### config.mk
export PLATFORM = sky130hd
export DESIGN_NAME = int_arb
export DESIGN_NICKNAME = d
export VERILOG_FILES = /design/src/rtl/int_arb_pkg.sv /design/src/rtl/int_prio_enc.sv /design/src/rtl/int_arb.sv
export SDC_FILE = /design/constraint.sdc
export NUM_CORES = 1
export LEC_CHECK = 0
export BUFFER_PORTS_ARGS = -buffer_cell sky130_fd_sc_hd__buf_2
export CORE_MARGIN = 1
export CORE_UTILIZATION = 45
export CTS_CLUSTER_DIAMETER = 40
export CTS_CLUSTER_SIZE = 30
export DETAILED_ROUTE_END_ITERATION = 7
export GPL_ROUTABILITY_DRIVEN = 0
export GPL_TIMING_DRIVEN = 0
export PLACE_DENSITY_LB_ADDON = 0.3
export SLEW_MARGIN = 20
export SYNTH_ARGS = -nofsm -noshare
export SYNTH_HDL_FRONTEND = slang
export SYNTH_SLANG_ARGS = --single-unit
### constraint.sdc
create_clock -name clk -period 1.7 [get_ports clk]
set_input_delay 0.255 -clock clk [delete_from_list [all_inputs] [get_ports clk]]
set_output_delay 0.255 -clock clk [all_outputs]
set_load 0.02 [all_outputs]
### src/rtl/int_arb_pkg.sv
// Shared types and constants for the interrupt arbiter between the I/O page and the CPU.
package int_arb_pkg;

  typedef enum logic [2:0] {
    ST_IDLE = 3'd0,
    ST_REQ  = 3'd1,
    ST_ACK  = 3'd2,
    ST_VEC  = 3'd3,
    ST_HOLD = 3'd4
  } arb_state_e;

  localparam int unsigned PSW_PRI_LSB = 5;
  localparam int unsigned ACK_W       = 8;

  function automatic logic [ACK_W-1:0] level_onehot(input logic [2:0] lvl);
    return ACK_W'(1) << lvl;
  endfunction

endpackage

### src/rtl/int_prio_enc.sv
// Picks the highest requesting level strictly above the priority threshold; level 0 never wins.
module int_prio_enc
  import int_arb_pkg::*;
(
  input  logic [ACK_W-1:0] mask_i,
  input  logic [2:0]       thresh_i,
  output logic             any_valid_o,
  output logic [2:0]       level_o
);

  // Ascending scan so the last hit, the highest level, is what remains.
  always_comb begin
    any_valid_o = 1'b0;
    level_o     = '0;
    for (int unsigned n = 1; n < ACK_W; n++) begin
      if (mask_i[n] && (n > 32'(thresh_i))) begin
        any_valid_o = 1'b1;
        level_o     = 3'(n);
      end
    end
  end

endmodule

### src/rtl/int_arb.sv
// Interrupt arbiter: filters I/O page requests against PSW priority, raises one request to the
// CPU, acknowledges the winner on take, presents the captured vector, then holds off.
module int_arb
  import int_arb_pkg::*;
#(
  parameter int unsigned HOLDOFF = 2,
  parameter int unsigned PRI_LSB = PSW_PRI_LSB
) (
  input  logic             clk,
  input  logic             reset,
  input  logic [ACK_W-1:0] interrupt_ipl,
  input  logic [7:0]       vector,
  input  logic [15:0]      psw,
  input  logic             cpu_int_take,
  output logic [ACK_W-1:0] ack_ipl,
  output logic             cpu_int_req,
  output logic [2:0]       cpu_int_ipl,
  output logic [7:0]       cpu_int_vector,
  output logic             cpu_vec_valid
);

  arb_state_e       state_q, state_d;
  logic [ACK_W-1:0] ack_q, ack_d;
  logic             req_q, req_d;
  logic [2:0]       ipl_q, ipl_d;
  logic [7:0]       vec_q, vec_d;
  logic             vvalid_q, vvalid_d;
  logic [3:0]       cnt_q, cnt_d;

  logic             any_valid;
  logic [2:0]       win_level;
  logic [2:0]       psw_pri;
  logic             take_hit;
  logic             unused_psw_ok;

  assign psw_pri       = psw[PRI_LSB+2:PRI_LSB];
  assign unused_psw_ok = ^psw;
  assign take_hit      = (state_q == ST_REQ) && cpu_int_take;

  int_prio_enc u_prio_enc (
    .mask_i      (interrupt_ipl),
    .thresh_i    (psw_pri),
    .any_valid_o (any_valid),
    .level_o     (win_level)
  );

  always_ff @(posedge clk or posedge reset) begin
    if (reset) begin
      state_q  <= ST_IDLE;
      ack_q    <= '0;
      req_q    <= 1'b0;
      ipl_q    <= '0;
      vec_q    <= '0;
      vvalid_q <= 1'b0;
      cnt_q    <= '0;
    end else begin
      state_q  <= state_d;
      ack_q    <= ack_d;
      req_q    <= req_d;
      ipl_q    <= ipl_d;
      vec_q    <= vec_d;
      vvalid_q <= vvalid_d;
      cnt_q    <= cnt_d;
    end
  end

  always_comb begin
    state_d = state_q;
    unique case (state_q)
      ST_IDLE: if (any_valid) state_d = ST_REQ;
      ST_REQ: begin
        // A take beats a same-cycle withdraw.
        if (cpu_int_take)    state_d = ST_ACK;
        else if (!any_valid) state_d = ST_IDLE;
      end
      ST_ACK:  state_d = ST_VEC;
      ST_VEC:  state_d = ST_HOLD;
      ST_HOLD: if (cnt_q == 4'd1) state_d = ST_IDLE;
      default: state_d = ST_IDLE;
    endcase
  end

  always_comb begin
    req_d    = (state_d == ST_REQ);
    ipl_d    = (state_d == ST_REQ) ? win_level : ipl_q;
    // Acknowledge the level the CPU saw on its request lines, not the same-cycle winner.
    ack_d    = take_hit ? level_onehot(ipl_q) : '0;
    vec_d    = take_hit ? vector : vec_q;
    vvalid_d = (state_q == ST_ACK);
    cnt_d    = cnt_q;
    if (state_q == ST_VEC)       cnt_d = 4'(HOLDOFF);
    else if (state_q == ST_HOLD) cnt_d = cnt_q - 4'd1;
  end

  assign ack_ipl        = ack_q;
  assign cpu_int_req    = req_q;
  assign cpu_int_ipl    = ipl_q;
  assign cpu_int_vector = vec_q;
  assign cpu_vec_valid  = vvalid_q;

endmodule
After elaboration in Yosys (flattened, before gate mapping)

Cells that the tools add are included.

Input port bits: 35
Register bits after elaboration: 28
Output and inout port bits: 21
Memories: 0
Bits in latches: 0
Bits in writable memories: 0
Bits in read-only memories: 0

Equality and inequality tests: 6
Order comparisons: 7
Shift operators: 1
Div/mod/pow operators: 0
Mux-type cells: 22
Add/sub/neg operators: 1
Bitwise operators: 0
Reductions and logical operators: 10
Multipliers: 0

Operators by type and width:

| operator              | count |
|---|---|
| $mux W3               | 8 |
| $pmux W3 S5           | 1 |
| $gt A3 B3 Y1 const A  | 4 |
| $logic_and A1 B1 Y1   | 8 |
| $mux W1               | 8 |
| $mux W4               | 2 |
| $mux W8               | 1 |
| $shl A1 B3 Y8 const A | 1 |
| $eq A3 B1 Y1 const B  | 2 |
| $eq A3 B2 Y1 const B  | 2 |
| $gt A2 B3 Y1 const A  | 2 |
| $eq A4 B1 Y1 const B  | 1 |
| $mux W2               | 2 |
| $sub A4 B1 Y4 const B | 1 |
| $eq A3 B3 Y1 const B  | 1 |
| $gt A1 B3 Y1 const A  | 1 |
| $logic_not A3 Y1      | 1 |
| $reduce_bool A2 Y1    | 1 |

Depth between registers and ports, before layout

Gate-level depths: netlist of the first run.

Depth after elaboration: 13
Gate-level depth with buffers: 5

Hierarchy

From an unflattened synthesis of the first run, not the netlist that was laid out.

Cell total of the unflattened synthesis: 116
Area, all modules: 1,315.0 um^2

By module, submodules not included:

| module       | instances | area each (um^2) | cells each |
|---|---|---|---|
| int_arb      | 1         | 1,186.1          | 93 |
| int_prio_enc | 1         | 128.9            | 23 |

Least setup slack after synthesis of the first run

Ideal clock, no wire load.

Kind: reg2reg
Start point: register state_q[1]
End point: register vec_q[3] (netlist: cpu_int_vector[3])
Data arrival time: 1,206 ps
Required time: 1,575 ps
Cell stages (with the launch flop): 4
Period minus slack after synthesis: 1,331 ps
Path slack: 369 ps
Path buffers: 1
Path through: dfrtp_1 > buf_2 > nor3_4 > mux2_2

Word-level cells in the longest chain between the ends: 2

Ends and longest elaborated chain:

| what                   | line          | text |
|---|---|---|
| from (decl)            | int_arb.sv:22 | `arb_state_e state_q, state_d;` |
| from (signal assigned) | int_arb.sv:57 | `state_q <= state_d;` |
| $eq A3 B1 Y1           | int_arb.sv:38 | `assign take_hit = (state_q == ST_REQ) && cpu_int_take;` |
| $logic_and A1 B1 Y1    | int_arb.sv:38 |  |
| to (signal assigned)   | int_arb.sv:61 | `vec_q <= vec_d;` |
| to (decl)              | int_arb.sv:26 | `logic [7:0] vec_q, vec_d;` |

No other way between the ends.
A chain may end at the register's enable or synchronous reset.

Worst setup path in the final report of the first run

Start point: register state_q[0]
End point: register vec_q[5] (netlist: cpu_int_vector[5])

Same word-level chain as after synthesis.

==> results of run 1 <==
[cells by family (layout without fill, tap and decap cells)]
kind of cell / count (synthesis) / count (layout) / share of synthesized area, %
buf+inv: 9 / 54 / 2.74
flops: 28 / 28 / 54.8
compound gates: 23 / 23 / 14.3
mux: 11 / 11 / 9.59
fa+ha+maj: 3 / 3 / 2.74
simple gates: 38 / 38 / 15.9
[power breakdown]
group          total, mW  internal [mW]  switching [mW]
sequential          1.02          0.874           0.142
clock              0.315          0.131           0.184
combinational      0.957          0.372           0.585
total               2.29           1.38           0.911
[sequential cells by signal, indices dropped and copies added, names as in the netlist]
signal	count
cpu_int_ipl	3
cpu_vec_valid	1
ack_ipl	8
cpu_int_req	1
cnt_q	4
state_q	3
cpu_int_vector	8
[cell type report]
| class | count | area, sq um | area share, % |
|---|---|---|---|
| buffer | 2 | 8.76 | 0.562 |
| clock buffer | 4 | 36.3 | 2.33 |
| inverter | 7 | 26.3 | 1.69 |
| multi-input combinational | 75 | 543 | 34.9 |
| sequential | 28 | 701 | 45.0 |
| tap | 30 | 37.5 | 2.41 |
| timing repair buffer | 41 | 205 | 13.2 |
[worst max-delay path: cells and delay by family, from the launching register on]
family,cells,cell delay (ns)
mux,1,0.39
simple gates,2,0.52
flops,1,0.47
[metal layers]
| layer | up-vias | track usage, % | share of wire (%) |
|---|---|---|---|
| met5 | - | 0 | 0 |
| met4 | 0 | 3.21 | 0.71 |
| met3 | 2 | 3.04 | 3.5 |
| met2 | 27 | 27.4 | 49 |
| met1 | 441 | 22.7 | 46 |
| li1 | 486 | - | - |
[worst paths after layout]
kind                                endpoint  slack [ns]  cells after the start
max                        cpu_int_vector[5]        0.22                      3
min                        cpu_int_vector[0]       -0.05                      2
max reg2reg                cpu_int_vector[5]        0.22                      3
min reg2reg                cpu_int_vector[1]        0.50                      1
max in group asynchronous         ack_ipl[0]        1.38                      2
min in group clk           cpu_int_vector[1]        0.13                      2
[cell usage in the layout (no fill, tap or decap), drive strengths merged, types with 4 or more instances in the layout]
cell    instances
inv             7
clkbuf          5
mux2           10
o21ai           4
nor3            4
nor2           14
dfrtp          28
nand2           6
buf            42
a21oi           6
nand2b          5
==> run_results.csv, run 1 <==
group,metric,value,unit
placement,place_ws,0.104,ns
timing,maxSlewHeadroom,63.2,%
timing,maxSlewViolCount,0,
critical_path,cpPeakStageDelay,0.47,ns
cells_and_area,post_layout_nonfiller_instances,187,
cells_and_area,fin_nets,195,
cts,postCtsSetupBuffers,0,
logic_synthesis,netlist_area,1280,sq um
floorplanning,core_region_area,2590,sq um
floorplanning,die_span_in_x,55.3,um
logic_synthesis,postSynthAreaPerCell,11.4,sq um
cts,reg_clk_slew_reported_paths,0.14,ns
logic_synthesis,post_synth_most_frequent_cells,"28 x dfrtp_1, 14 x nor2_1, 7 x inv_1",
cts,cts_buffer_depth,2,
cts,clock_tree.htree_level_count,1,
placement,placedCellCount,183,
routing,drt_iter0_markers,17,
timing,rsz0062_at_grt,"false",
cts,ctsResizeCount,0,
cells_and_area,finalCoreUtilization,60.1,%
grt,grt_pass1_wl,4050,um
logic_synthesis,synthArstFlopShare,100,%
routing,final_antenna_net_count,0,
grt,globalRouteTotalUtil,16.5,%
timing,timing.hold.ws,-0.0476,ns
timing,setup_violations_final,0,
routing,wl_per_cell,12.1,um
floorplanning,boundaryPins,56,
cells_and_area,filler_cell_count,219,
placement,place.detailed.hpwl,1750,um
timing,timing_worst_slew_pin_value,0.551,ns
critical_path,worst_setup_path_end_kind,"flop",
floorplanning,initial_utilization,49.4,%
cells_and_area,fin_area,1560,sq um
hold_path,hp-class,"primary input to asynchronous set/reset pin",
cts,cts_made_buffers,3,
logic_synthesis,post_synth_inst_count,112,
cts,ctsHoldBuffers,0,
cells_and_area,layout-drive-gt1-share,35.7,%
run,drv_cap,0,
floorplanning,die-area,3060,sq um
cts,cts.root.buffer_cell,"clkbuf_4",
timing,period_minus_slack,1.48,ns
timing,final_min_period_over_clock_period,87.1,%
logic_synthesis,ys.flop_type,"dfrtp_1",
timing,worst_clock_skew,0.00807,ns
power,maximum_vdd_ir_drop,0.997,mV
placement,placedInstanceArea,1520,sq um
routing,dr.pass1.iters,4,
critical_path,critical_path.startpoint,"state_q[0]",
critical_path,crit_path_cell_trace,"nand2_2 > nor3_4 > mux2_2",
timing,post-route-worst-setup-slack,0.220,ns
cts,cts.sinks,28,
logic_synthesis,synth_seq_cells,28,
logic_synthesis,synth.yosys.warnings,0,
power,cellPowerDensity,1470,nW/um^2
routing,drc,0,
routing,vias,956,
critical_path,worst_setup_path_start_kind,"flop",
logic_synthesis,netlist_top_cells_area,"dfrtp_1 55%, mux2_1 5.3%, nor2_1 4.1%",
power,power.static_leakage,0.773,nW
grt,grt-ovfl-total,0,
logic_synthesis,synth.yosys.seq_area_share,54.8,%
cts,tritoncts,"done",
grt,grt_pass1_vias,934,
grt,maximum_number_of_pins_on_one_net_before_global_route_repair,29,
critical_path,cp.required,1.92,ns
floorplanning,core.rowCount,18,
critical_path,crit_arrival,1.70,ns
logic_synthesis,yosys.area.top_type,"dfrtp_1",
floorplanning,die-height,55.3,um
logic_synthesis,yosysUniqueCellTypes,38,
outcome,violations_in_the_final_reports,"negative hold slack",
timing,setup_total_negative_slack,0,ns
cts,insertion_delay,0.32,ns
timing,maxClockFrequency,676,MHz
cells_and_area,n_antenna_cell,0,
outcome,status,"complete, but fails checks",
logic_synthesis,synthMostInstantiatedCell,"dfrtp_1",
timing,hold_violations,28,
cells_and_area,syn_to_final_growth,21.8,%
placement,port-buffer-count,41,
logic_synthesis,synth-edff-count,0,
critical_path,cp_slowest_cell,"dfrtp_1",
power,report.power.total,2.29,mW
critical_path,worstPathMaxFanout,10,
routing,detail_route.vias_per_cell,5.11,
logic_synthesis,synthDominantCellAreaShare,54.8,%
routing,routed_wl,2260,um
grt,antenna_found_initial,0,
logic_synthesis,syn-num-nets,149,
critical_path,worst-setup-path-type,"flop to flop",
critical_path,regToRegStartpoint,"state_q[0]",
No activity file was read; power rests on OpenSTA's default activity.
==> run 2, diff against run 1 <==
--- a/config.mk
+++ b/config.mk
@@ -5,6 +5,7 @@
 export SDC_FILE = /design/constraint.sdc
 export NUM_CORES = 1
 export LEC_CHECK = 0
+export ABC_AREA = 1
 export BUFFER_PORTS_ARGS = -buffer_cell sky130_fd_sc_hd__buf_2
 export CORE_MARGIN = 1
 export CORE_UTILIZATION = 45
@@ -14,7 +15,6 @@
 export GPL_ROUTABILITY_DRIVEN = 0
 export GPL_TIMING_DRIVEN = 0
 export PLACE_DENSITY_LB_ADDON = 0.3
-export SLEW_MARGIN = 20
 export SYNTH_ARGS = -nofsm -noshare
 export SYNTH_HDL_FRONTEND = slang
 export SYNTH_SLANG_ARGS = --single-unit
==> run 2 against run 1 <==
Net effect:
- the flow now finishes without violations
- synthesized cell count grew 29%
- cell count rose by 17%
- routed wire length down 1.5%
- non-clock buffer count decreased by 1
- die area fell by 3.0%
- combinational power rose by 1%
- largest cell class unchanged
- highest routed layer unchanged
==> run_results.csv, run 2 <==
group,metric,value,unit
outcome,status,"completed",
power,switchingPower,0.990,mW
power,combinationalPowerShare,41.3,%
cells_and_area,layout-drive-gt1-share,28.6,%
logic_synthesis,synthDominantCellAreaShare,56.6,%
power,p_int,1.35,mW
routing,routed_wl,2230,um
floorplanning,initial_utilization,48.7,%
power,cellPowerDensity,1540,nW/um^2
critical_path,crit_path_max_delay_family,"simple AND/OR/NAND/NOR gates",
cts,cts_buffer_depth,2,
logic_synthesis,ys.flop_type,"dfrtp_1",
power,seq_power_share,45.4,%
routing,final_antenna_net_count,0,
floorplanning,die-height,54.5,um
logic_synthesis,synthArstFlopShare,100,%
critical_path,cp_slowest_cell,"nor3_4",
critical_path,crit_path_cell_trace,"buf_6 > nor3_4 > inv_4 > or2_4 > nor3_2",
routing,detail_route.vias_per_cell,4.73,
routing,drt_iter0_markers,13,
logic_synthesis,syn-num-nets,181,
routing,drc,0,
timing,rsz0062_at_grt,"false",
logic_synthesis,synth_seq_cells,28,
logic_synthesis,synthMostInstantiatedCell,"nand2_1",
critical_path,cp.required,1.94,ns
logic_synthesis,synth.yosys.seq_area_share,56.6,%
grt,antenna_found_initial,0,
floorplanning,boundaryPins,56,
run,drv_cap,0,
timing,timing_worst_slew_pin_value,1.02,ns
timing,worst_clock_skew,0.00563,ns
cts,postCtsSetupBuffers,0,
placement,place.detailed.hpwl,1750,um
cts,tritoncts,"done",
cells_and_area,syn_to_final_growth,22.5,%
power,p_clk_share,13.3,%
routing,dr.pass1.iters,4,
grt,grt-ovfl-total,0,
timing,period_minus_slack,1.56,ns
logic_synthesis,post_synth_most_frequent_cells,"53 x nand2_1, 28 x dfrtp_1, 15 x inv_1",
hold_path,hp-class,"primary input to flop",
timing,maxClockFrequency,641,MHz
logic_synthesis,post_synth_inst_count,144,
floorplanning,core.rowCount,18,
timing,maxSlewViolCount,0,
floorplanning,core_region_area,2540,sq um
cts,clock_tree.htree_level_count,1,
routing,vias,1035,
logic_synthesis,synth-edff-count,0,
timing,final_min_period_over_clock_period,91.8,%
cts,ctsResizeCount,0,
power,power.switching_fraction,42.3,%
timing,hold_violations,0,
grt,grt_pass1_vias,879,
critical_path,worst_setup_path_end_kind,"flop",
critical_path,worst-setup-path-type,"flop to flop",
logic_synthesis,netlist_top_cells_area,"dfrtp_1 57%, nand2_1 16%, inv_1 4.5%",
grt,globalRouteTotalUtil,16.7,%
critical_path,cpPeakStageDelay,0.42,ns
cts,insertion_delay,0.32,ns
timing,maxSlewHeadroom,31.9,%
logic_synthesis,netlist_area,1240,sq um
cts,cts.root.buffer_cell,"clkbuf_4",
floorplanning,die_span_in_x,54.5,um
cts,cts_made_buffers,3,
cts,ctsHoldBuffers,0,
logic_synthesis,postSynthAreaPerCell,8.60,sq um
timing,setup_total_negative_slack,0,ns
grt,maximum_number_of_pins_on_one_net_before_global_route_repair,29,
timing,setup_violations_final,0,
cells_and_area,mostFrequentLayoutCells,"53 x nand2_1, 41 x buf_2, 28 x dfrtp_1",
grt,grt_pass1_wl,3530,um
critical_path,worst_setup_path_start_kind,"flop",
logic_synthesis,synth.yosys.warnings,0,
logic_synthesis,yosys.area.top_type,"dfrtp_1",
cells_and_area,most_frequent_standard_cell_in_the_layout_excluding_fill_and_tap_cells,"nand2_1",
cts,cts.sinks,28,
cells_and_area,fin_nets,227,
placement,port-buffer-count,41,
routing,wl_per_cell,10.2,um
floorplanning,die-area,2970,sq um
power,maximum_vdd_ir_drop,1.06,mV
power,report.power.total,2.34,mW
critical_path,crit_arrival,1.80,ns
power,power.static_leakage,0.880,nW
critical_path,worstPathMaxFanout,10,
cts,reg_clk_slew_reported_paths,0.14,ns
critical_path,timing.critical_path.buf_inv,2,
logic_synthesis,yosysUniqueCellTypes,17,
cells_and_area,n_antenna_cell,0,
==> run 2: cell count changes in the layout (fill, tap and decap cells not counted), moves of 2 or more <==
cell,before,now
mux2_2,4,0
inv_1,6,15
a311oi_1,2,0
nor3_2,0,3
nand2_1,5,53
o21ai_0,4,7
mux2_1,6,0
nand2b_1,5,0
nand3_1,1,7
==> run 2: metal layers <==
metal | up-vias | GRT usage, % | routed length (um)
met5 | - | 0 | 0
met4 | 0 | 5.13 | 10
met3 | 2 | 3.33 | 76
met2 | 22 | 29.7 | 1170
met1 | 468 | 20.0 | 969
li1 | 543 | - | -
==> run 2: final cells by class <==
class / count / area (sq um)
well taps: 30 / 37.5
plain buffers: 1 / 11.3
flip-flops and latches: 28 / 701
multi-input cells: 99 / 464
fillers: 221 / 1030
repair buffers: 41 / 205
clock buffers: 4 / 36.3
inverters: 16 / 62.6
==> run 2: logic make-up after synthesis <==
kind of cell	count (synthesis)	share of synthesized area, %
DFF	28	56.6
buffers and inverters	17	5.96
and+or+nand+nor	83	29.5
AOI/OAI and AO/OA	14	5.96
adders and majority gates	2	2.02
==> run 2: metrics by stage <==
stage / std cells / hold WS, ns / cell area (sq um) / worst slack (ns) / util [%]
after floorplan: 144 / 0.320 / 1240 / 0.358 / -
after global placement: 215 / 0.450 / 1480 / 0.220 / 58.2
after detailed placement: 215 / 0.459 / 1480 / 0.148 / 58.2
after CTS: 219 / 0.114 / 1520 / 0.120 / 59.6
after global routing: 219 / 0.110 / 1520 / 0.0223 / 59.6
final: 219 / 0.125 / 1520 / 0.140 / 59.6
==> run 2: worst reg2reg max path, delay by kind of cell, from the launching register on <==
| family | cells | cell delay (ns) |
|---|---|---|
| buffers and inverters | 2 | 0.25 |
| DFF | 1 | 0.40 |
| and+or+nand+nor | 3 | 0.84 |
==> run 2: worst paths after layout <==
check,startpoint,to,slack (ns),depth (start not counted)
max reg2reg,state_q[2],ack_ipl[2],0.14,5
min,vector[2],cpu_int_vector[2],0.13,3
max in group asynchronous,reset,cnt_q[0],0.93,2
min in group asynchronous,reset,cpu_int_vector[7],0.15,2
min reg2reg,cpu_int_vector[4],cpu_int_vector[4],0.48,2
max,state_q[2],ack_ipl[2],0.14,5
==> run 2: power groups by stage <==
stage | Sequential [mW] | Combinational [mW] | Clock, mW
after detailed placement | 1.08 | 0.973 | 0
final | 1.06 | 0.967 | 0.312
after CTS | 1.06 | 0.975 | 0.324
after global routing | 1.10 | 1.10 | 0.352
after global placement | 1.06 | 0.948 | 0
after floorplan | 1.27 | 0.474 | 0
==> run 3, diff against run 2 <==
--- a/config.mk
+++ b/config.mk
@@ -6,6 +6,7 @@
 export NUM_CORES = 1
 export LEC_CHECK = 0
 export ABC_AREA = 1
+export ABC_CLOCK_PERIOD_IN_PS = 1700
 export BUFFER_PORTS_ARGS = -buffer_cell sky130_fd_sc_hd__buf_2
 export CORE_MARGIN = 1
 export CORE_UTILIZATION = 45
@@ -15,6 +16,8 @@
 export GPL_ROUTABILITY_DRIVEN = 0
 export GPL_TIMING_DRIVEN = 0
 export PLACE_DENSITY_LB_ADDON = 0.3
+export REMOVE_ABC_BUFFERS = 1
 export SYNTH_ARGS = -nofsm -noshare
 export SYNTH_HDL_FRONTEND = slang
+export SYNTH_HIERARCHICAL = 1
 export SYNTH_SLANG_ARGS = --single-unit
==> run 3 against run 2 <==
Net effect:
- first-iteration DRC count grew to 3.8 times the previous value
- cell count grew 3.2%
- synthesized cell count grew 4.9%
- maximum frequency grew 9.3%
- clock power grew 1%
- register-to-register slack gained 0.13 ns
- core utilization shrank 2.9 points
- worst setup slack gained 0.13 ns
- global-route usage shrank 0.73 points
- non-clock buffer count shrank 1
- routed wire length grew 3.4%
- die area grew 4.8%
- largest cell class unchanged
==> run_results.csv, run 3 <==
group,metric,value,unit
power,cellPowerDensity,1630,nW/um^2
floorplanning,die-height,55.8,um
floorplanning,initial_utilization,47.1,%
power,maximum_vdd_ir_drop,0.994,mV
logic_synthesis,netlist_top_cells_area,"dfrtp_1 54%, nand2_1 16%, inv_1 5.2%",
cts,cts_buffer_depth,2,
cells_and_area,n_antenna_cell,0,
logic_synthesis,yosysUniqueCellTypes,22,
grt,maximum_number_of_pins_on_one_net_before_global_route_repair,29,
timing,period_minus_slack,1.43,ns
floorplanning,boundaryPins,56,
cts,clock_tree.htree_level_count,1,
routing,drc,0,
cts,tritoncts,"done",
critical_path,r2r_setup_slack,0.27,ns
logic_synthesis,post_synth_inst_count,151,
floorplanning,die_span_in_x,55.8,um
routing,drt_iter0_markers,49,
cts,insertion_delay,0.32,ns
timing,final_min_period_over_clock_period,84.0,%
routing,routed_wl,2310,um
power,power.static_leakage,0.924,nW
timing,setup_total_negative_slack,0,ns
timing,maxSlewViolCount,0,
critical_path,worst-setup-path-type,"flop to flop",
critical_path,worstPathMaxFanout,12,
cts,cts_made_buffers,3,
routing,wl_per_cell,10.2,um
logic_synthesis,synthArstFlopShare,100,%
timing,hold_violations,0,
timing,worst_clock_skew,0.00729,ns
placement,placedCellCount,222,
floorplanning,core_region_area,2760,sq um
logic_synthesis,synthDominantCellAreaShare,53.9,%
cts,ctsHoldBuffers,0,
run,drv_cap,0,
critical_path,worst_setup_path_start_kind,"flop",
hold_path,min_path_cells,3,
cts,cts.root.buffer_cell,"clkbuf_4",
timing,maxClockFrequency,700,MHz
logic_synthesis,ys.flop_type,"dfrtp_1",
cts,postCtsSetupBuffers,0,
logic_synthesis,yosys.area.top_type,"dfrtp_1",
cells_and_area,final-seq-area,701,sq um
grt,globalRouteTotalUtil,15.9,%
cells_and_area,most_frequent_standard_cell_in_the_layout_excluding_fill_and_tap_cells,"nand2_1",
critical_path,cp.required,1.93,ns
grt,grt_pass1_wl,3880,um
logic_synthesis,synth_seq_cells,28,
logic_synthesis,synthMostInstantiatedCell,"nand2_1",
logic_synthesis,postSynthAreaPerCell,8.61,sq um
cells_and_area,post_layout_nonfiller_instances,226,
cells_and_area,syn_to_final_growth,20.4,%
power,report.power.total,2.56,mW
logic_synthesis,synth-edff-count,0,
placement,port-buffer-count,41,
timing,maxSlewHeadroom,31.4,%
logic_synthesis,synth.yosys.warnings,6,
hold_path,holdCritStartpoint,"vector[7]",
hold_path,hp-class,"primary input to flop",
grt,grt-ovfl-total,0,
routing,dr.pass1.iters,2,
grt,grt_pass1_vias,954,
routing,detail_route.vias_per_cell,4.73,
grt,antenna_found_initial,0,
cells_and_area,fin_nets,233,
floorplanning,core.rowCount,19,
cells_and_area,mostFrequentLayoutCells,"54 x nand2_1, 41 x buf_2, 28 x dfrtp_1",
timing,setup_violations_final,0,
timing,timing_worst_slew_pin_value,1.03,ns
hold_path,whs_endpoint,"cpu_int_vector[7]",
critical_path,regToRegStartpoint,"state_q[2]",
routing,final_antenna_net_count,0,
cells_and_area,multi_input_area,513,sq um
logic_synthesis,netlist_area,1300,sq um
floorplanning,die-area,3110,sq um
placement,place.detailed.hpwl,1830,um
cts,reg_clk_slew_reported_paths,0.14,ns
routing,vias,1068,
cells_and_area,layout-drive-gt1-share,32.3,%
logic_synthesis,synth.yosys.seq_area_share,53.9,%
logic_synthesis,post_synth_most_frequent_cells,"54 x nand2_1, 28 x dfrtp_1, 18 x inv_1",
critical_path,worst_setup_path_end_kind,"flop",
cells_and_area,filler_cell_count,266,
timing,rsz0062_at_grt,"false",
cts,cts.sinks,28,
outcome,status,"completed",
critical_path,worst-r2r-cell-count,6,
critical_path,worst_r2r_endpoint,"cpu_int_vector[6]",
critical_path,crit_arrival,1.66,ns
cts,ctsResizeCount,0,
-- run 3: cell types whose count changed after synthesis, moves of 3 or more --
cell / change
o21ai_0: -3
nor3_1: -3
nand2_2: +3
a21oi_1: -4
inv_1: +3
nor2_2: +3
-- run 3: through the flow --
stage / hold WS, ns / utilization [%] / setup WS (ns) / instance area [sq um]
final: 0.123 / 56.8 / 0.272 / 1570
after global routing: 0.112 / 56.8 / 0.120 / 1570
after CTS: 0.116 / 56.8 / 0.252 / 1570
after detailed placement: 0.461 / 55.4 / 0.166 / 1530
after global placement: 0.448 / 55.4 / 0.221 / 1530
after floorplan: 0.320 / - / 0.470 / 1280
-- run 3: report_power, final --
| part | internal [mW] | total (mW) | leakage [nW] | switching (mW) |
|---|---|---|---|---|
| sequential | 0.907 | 1.11 | 0.361 | 0.206 |
| clock | 0.131 | 0.316 | 0.0210 | 0.185 |
| combinational | 0.391 | 1.13 | 0.542 | 0.735 |
| total | 1.43 | 2.56 | 0.924 | 1.13 |
-- run 3: worst max-delay path by stage --
stage | to | cells after the start | start | slack, ns
3_3_place_gp | cpu_int_ipl[1] | 11 | psw[7] | 0.22
5_1_grt | cpu_int_vector[5] | 6 | state_q[2] | 0.12
4_1_cts | cpu_int_vector[5] | 6 | state_q[2] | 0.25
2_1_floorplan | cpu_int_vector[0] | 6 | state_q[2] | 0.47
3_5_place_dp | cpu_int_ipl[1] | 11 | psw[7] | 0.17
6_report | cpu_int_vector[6] | 6 | state_q[2] | 0.27
-- run 3: critical path, stage by stage, from the launching register on --
cell and delay (ns):
dfrtp_1 0.45, inv_1 0.11, nand3_2 0.10, nor2_4 0.30, inv_1 0.22, nand2_1 0.09, nand2_1 0.05
-- run 3: cells by family after synthesis --
family                     synth area share [%]
AOI/OAI and AO/OA                          5.29
xor gates and xnor gates                  0.674
adders and majority gates                  1.92
buffers and inverters                      6.64
DFF                                        53.9
and+or+nand+nor                            31.6
-- run 3: layer usage --
metal  wire, um  global-route usage [%]  share of wire, %
met4         49                    7.50               2.1
met5          0                       0                 0
met2       1120                    26.2                49
met1       1030                    20.4                45
met3        107                    3.02               4.6
-- run 3: layout make-up --
type / count / area share [%]
Multi-Input combinational cell: 103 / 32.8
Clock buffer: 4 / 2.32
Tap cell: 31 / 2.48
Timing Repair Buffer: 41 / 13.1
Sequential cell: 28 / 44.8
Inverter: 19 / 4.56
